## src/rtl/panda_dmem_arbiter.sv

```systemverilog
// Two-port data-memory arbiter: core has fixed priority, ext is protected by a
// burst limiter. One outstanding req/gnt/rvalid transaction toward memory.
module panda_dmem_arbiter #(
    parameter int unsigned MaxCoreBurst = 4
) (
    input  logic        clk_i,
    input  logic        rst_ni,

    input  logic        core_req_i,
    input  logic [31:0] core_addr_i,
    input  logic [3:0]  core_we_i,
    input  logic [31:0] core_wdata_i,
    output logic        core_gnt_o,
    output logic        core_rvalid_o,
    output logic [31:0] core_rdata_o,

    input  logic        ext_req_i,
    input  logic [31:0] ext_addr_i,
    input  logic [3:0]  ext_we_i,
    input  logic [31:0] ext_wdata_i,
    output logic        ext_gnt_o,
    output logic        ext_rvalid_o,
    output logic [31:0] ext_rdata_o,

    output logic        mem_req_o,
    output logic [31:0] mem_addr_o,
    output logic [3:0]  mem_we_o,
    output logic [31:0] mem_wdata_o,
    input  logic        mem_gnt_i,
    input  logic        mem_rvalid_i,
    input  logic [31:0] mem_rdata_i
);

    localparam int unsigned CntW = 4;
    localparam logic [CntW-1:0] BurstMax = CntW'(MaxCoreBurst);

    typedef enum logic {
        IDLE,
        WAIT_RESP
    } state_e;

    state_e          r_state;
    logic            r_owner;   // 0 = core, 1 = ext
    logic [CntW-1:0] r_cnt;

    logic w_idle;
    logic w_burst_full;
    logic w_ext_sel;
    logic w_core_sel;
    logic w_grant;
    logic w_resp;

    assign w_idle       = (r_state == IDLE);
    assign w_burst_full = (r_cnt == BurstMax);
    // Ext only preempts the core once the core has used up its burst allowance.
    assign w_ext_sel    = ext_req_i & (~core_req_i | w_burst_full);
    assign w_core_sel   = core_req_i & ~w_ext_sel;
    assign w_grant      = w_idle & mem_gnt_i & (w_core_sel | w_ext_sel);
    assign w_resp       = (r_state == WAIT_RESP) & mem_rvalid_i;

    assign mem_req_o  = w_idle & (core_req_i | ext_req_i);
    assign core_gnt_o = w_idle & mem_gnt_i & w_core_sel;
    assign ext_gnt_o  = w_idle & mem_gnt_i & w_ext_sel;

    // Request payload mux toward memory; zero whenever nothing is requested.
    always_comb begin
        mem_addr_o  = 32'h0;
        mem_we_o    = 4'h0;
        mem_wdata_o = 32'h0;
        if (w_idle && w_ext_sel) begin
            mem_addr_o  = ext_addr_i;
            mem_we_o    = ext_we_i;
            mem_wdata_o = ext_wdata_i;
        end else if (w_idle && w_core_sel) begin
            mem_addr_o  = core_addr_i;
            mem_we_o    = core_we_i;
            mem_wdata_o = core_wdata_i;
        end
    end

    // Zero-latency response steering to the transaction owner.
    always_comb begin
        core_rvalid_o = 1'b0;
        core_rdata_o  = 32'h0;
        ext_rvalid_o  = 1'b0;
        ext_rdata_o   = 32'h0;
        if (w_resp) begin
            if (r_owner) begin
                ext_rvalid_o = 1'b1;
                ext_rdata_o  = mem_rdata_i;
            end else begin
                core_rvalid_o = 1'b1;
                core_rdata_o  = mem_rdata_i;
            end
        end
    end

    always_ff @(posedge clk_i or negedge rst_ni) begin
        if (!rst_ni) begin
            r_state <= IDLE;
            r_owner <= 1'b0;
            r_cnt   <= '0;
        end else begin
            case (r_state)
                IDLE: begin
                    if (w_grant) begin
                        r_state <= WAIT_RESP;
                        r_owner <= w_ext_sel;
                        if (w_ext_sel || !ext_req_i) begin
                            r_cnt <= '0;
                        end else if (!w_burst_full) begin
                            r_cnt <= r_cnt + CntW'(1);
                        end
                    end
                end
                WAIT_RESP: begin
                    if (mem_rvalid_i) begin
                        r_state <= IDLE;
                    end
                end
                default: r_state <= IDLE;
            endcase
        end
    end

endmodule

```

## config.mk

```make
export PLATFORM = sky130hd
export DESIGN_NAME = panda_dmem_arbiter
export DESIGN_NICKNAME = d
export VERILOG_FILES = /design/src/rtl/panda_dmem_arbiter.sv
export SDC_FILE = /design/constraint.sdc
export NUM_CORES = 1
export LEC_CHECK = 0
export CAP_MARGIN = 20
export CORE_AREA = 2 2 119 121
export DETAILED_ROUTE_END_ITERATION = 8
export DIE_AREA = 0 0 121 123
export PLACE_DENSITY_LB_ADDON = 0.12
export SLEW_MARGIN = 20
export SYNTH_ARGS = -nofsm -noshare
export SYNTH_HDL_FRONTEND = slang
export SYNTH_SLANG_ARGS = --single-unit
export TNS_END_PERCENT = 1
```

## constraint.sdc

```tcl
create_clock -name clk_i -period 2.7 [get_ports clk_i]
set_input_delay 0.54 -clock clk_i [delete_from_list [all_inputs] [get_ports clk_i]]
set_output_delay 0.54 -clock clk_i [all_outputs]
set_load 0.01 [all_outputs]
```

==> metrics.txt <==
Period minus WS final 2.65 ns; Post-Syn Area between 1000 and 1500 um2; Yosys warnings 0; IO Port Bufs 310; commonest non-fill, non-tap cell in the layout clkdlybuf4s50_1; DR vias ~2700; slowest stage delay, CP roughly 0.50 ns; Starting Density 11.0%; vias in the first global route 2722; clock skew ~0.0025 ns; drt total wl roughly 11000 um; CP Max Fanout 32; Die X between 100 and 150 um; Chip Height approximately 120 um; syn_area_per_cell 7.77 um2; GR Util All Layers 13.4%; cells along the critical path clkdlybuf4s50_1 -> inv_2 -> o211a_4 -> buf_12 -> a22o_1 -> dlygate4sd2_1; CP Buf/Inv Count 4; fmax ~380 MHz; FF-to-FF setup slack between 1 and 1.5 ns; delay-heaviest family, CP buffers and inverters; Slew Limit Fails 0; cell area power density around 250 nW/um2; commonest non-fill, non-tap cells in the layout clkdlybuf4s50_1, dlygate4sd2_1, a22o_1, and2_1, clkbuf_2; period utilisation layout a little over nine tenths; crit end category primary output; Finished Layout Cells 683; DRT iter0 DRCs 67; H-tree levels 1; Min-Delay Path Class flip-flop to flip-flop; clk_lat worst skew ~0.23 ns; clock transition at the registers of the reported paths roughly 0.03 ns; Max IR drop VDD about 0.10 mV; CP startpoint ext_req_i; Worst Path Arrival about 2.1 ns; placed cell count approximately 680; layout cells sized above 1 between 10% and 20%; Finished Cell Area 4880 um2; Detail Route Antenna Nets 0; Synth cell types 24; sequential share of the synthesized area between 10% and 20%; CTS Hold Buffers Added 0; placed inst area roughly 5000 um2; R2R Path End r_owner; initial antenna violation count 0; Via density 3.97; largest net degree at the start of global routing 37; GP Congestion around 0.75; TritonCTS clock tree done; root buf cell clkbuf_16; gr ovfl total 0; first-pass GRT wire length approximately 15000 um; floorplan row count 43; hold depth 2; Syn Nets 368; RR Startpoint r_cnt[1]; status finished, final reports clean; CORE AREA around 14000 um2; CTS Buf Count 3; CP required 2.16 ns; Leakage roughly 2.4 nW; Stages on worst setup path 6; worst setup path class input pin to primary output; nets ~680; CTS sink cnt 6; area delta synth->final 227%; DIE AREA 14900 um2; flops & latches, synth 6; Cells after Synth about 190; Inserted Diodes 0; Max stage delay cell, worst path clkdlybuf4s50_1; CP Capture Point mem_wdata_o[1]; R2R depth 9; final setup fails 0; RSZ-0062 raised after global routing true; DRC Markers 0; CTS Buffer Depth 2; reported max-cap violation count 0; Hold WS between 0.5 and 0.6 ns; DRT Pass-1 Iters 4; max_slew headroom about four fifths; I/O Pins between 300 and 400; Startpoint Class input pin; setup ws final just under 0.05 ns; Worst Max-Slew Pin Slew roughly 0.31 ns; Wirelength per Cell between 15 and 20 um; final hold violation count 0; Place WS -0.271 ns; HPWL after DPL 9240 um
-- how the worst min path moves through the flow --
stage,endpoint,slack (ns),from
final,r_cnt[3],0.52,r_cnt[3]
after global routing,r_cnt[3],0.59,r_cnt[3]
after CTS,r_cnt[3],0.52,r_cnt[3]
after detailed placement,r_owner,0.49,r_owner
after global placement,r_owner,0.49,r_owner
after floorplan,r_cnt[0],0.24,rst_ni
-- state kept, by name, indices dropped and copies added, names as in the netlist --
register	cells
r_cnt	4
r_owner	1
r_state	1
-- stage by stage --
step | power [mW] | utilization (%) | setup TNS (ns)
after detailed placement | 1.07 | 36.0 | -16.01
after CTS | 1.25 | 36.1 | 0
final | 1.24 | 35.8 | 0
after global placement | 1.08 | 36.0 | -17.06
after global routing | 1.31 | 35.8 | -0.0631
after floorplan | 0.430 | - | 0
-- synthesized netlist by cell type, drive strengths merged --
master | instances | area [um2]
nand3 | 4 | 20.0
buf | 14 | 87.6
nand3b | 1 | 20.0
ha | 2 | 25.0
o21ba | 1 | 10.0
a21o | 3 | 22.5
inv | 4 | 15.0
or4 | 1 | 7.51
and3 | 2 | 12.5
and2 | 66 | 413
o211a | 1 | 10.0
a211oi | 1 | 20.0
nor2 | 1 | 3.75
nand2 | 5 | 21.3
a22o | 68 | 596
dfrtp | 6 | 150
o21bai | 1 | 7.51
clkbuf | 7 | 26.3
nor4b | 1 | 8.76
nor3 | 1 | 5.00
o21ai | 2 | 10.0
-- kinds of logic after synthesis --
logic type                 after synthesis  share of synthesized area (%)
buffers and inverters                   25                           8.64
and+or+nand+nor                         82                           34.3
AOI/OAI and AO/OA                       77                           45.3
adders and majority gates                2                           1.68
DFF                                      6                           10.1
-- worst min-delay path, cell delays in order, from the launching register on --
cell	delay, ns
dfrtp_1	0.37
nand2_1	0.06
nand3_1	0.06
-- report_power, final --
part | internal [mW] | switching [mW]
clock network | 0.190 | 0.0509
logic | 0.548 | 0.339
registers | 0.0999 | 0.0103
total | 0.838 | 0.400
-- what timing repair did --
action                                  in CTS  in global routing
endpoints found under the setup margin     120                 68
setup buffers                                1                  0
pin swaps                                    1                  0
hold endpoints to repair                     0                  0
resized for setup                          104                 58
gates cloned                                 1                  1
-- final cells by class --
cell class                 count  area (um2)
clock buffer                   3        75.1
sequential                     6         150
timing repair buffer         329        3180
inverter                       4        15.0
fill                        1419        8730
tap                          180         225
multi-input combinational    161        1230
-- routing by layer --
metal	global-route usage, %	part of all wire (%)	up-vias	routed length (um)
li1	-	-	1338	-
met1	14.9	37	1234	4090
met2	26.6	56	131	6180
met3	2.77	6.9	8	770
met4	1.89	0.87	0	97
met5	0	0	-	0
(Power assumes the default switching activity.)
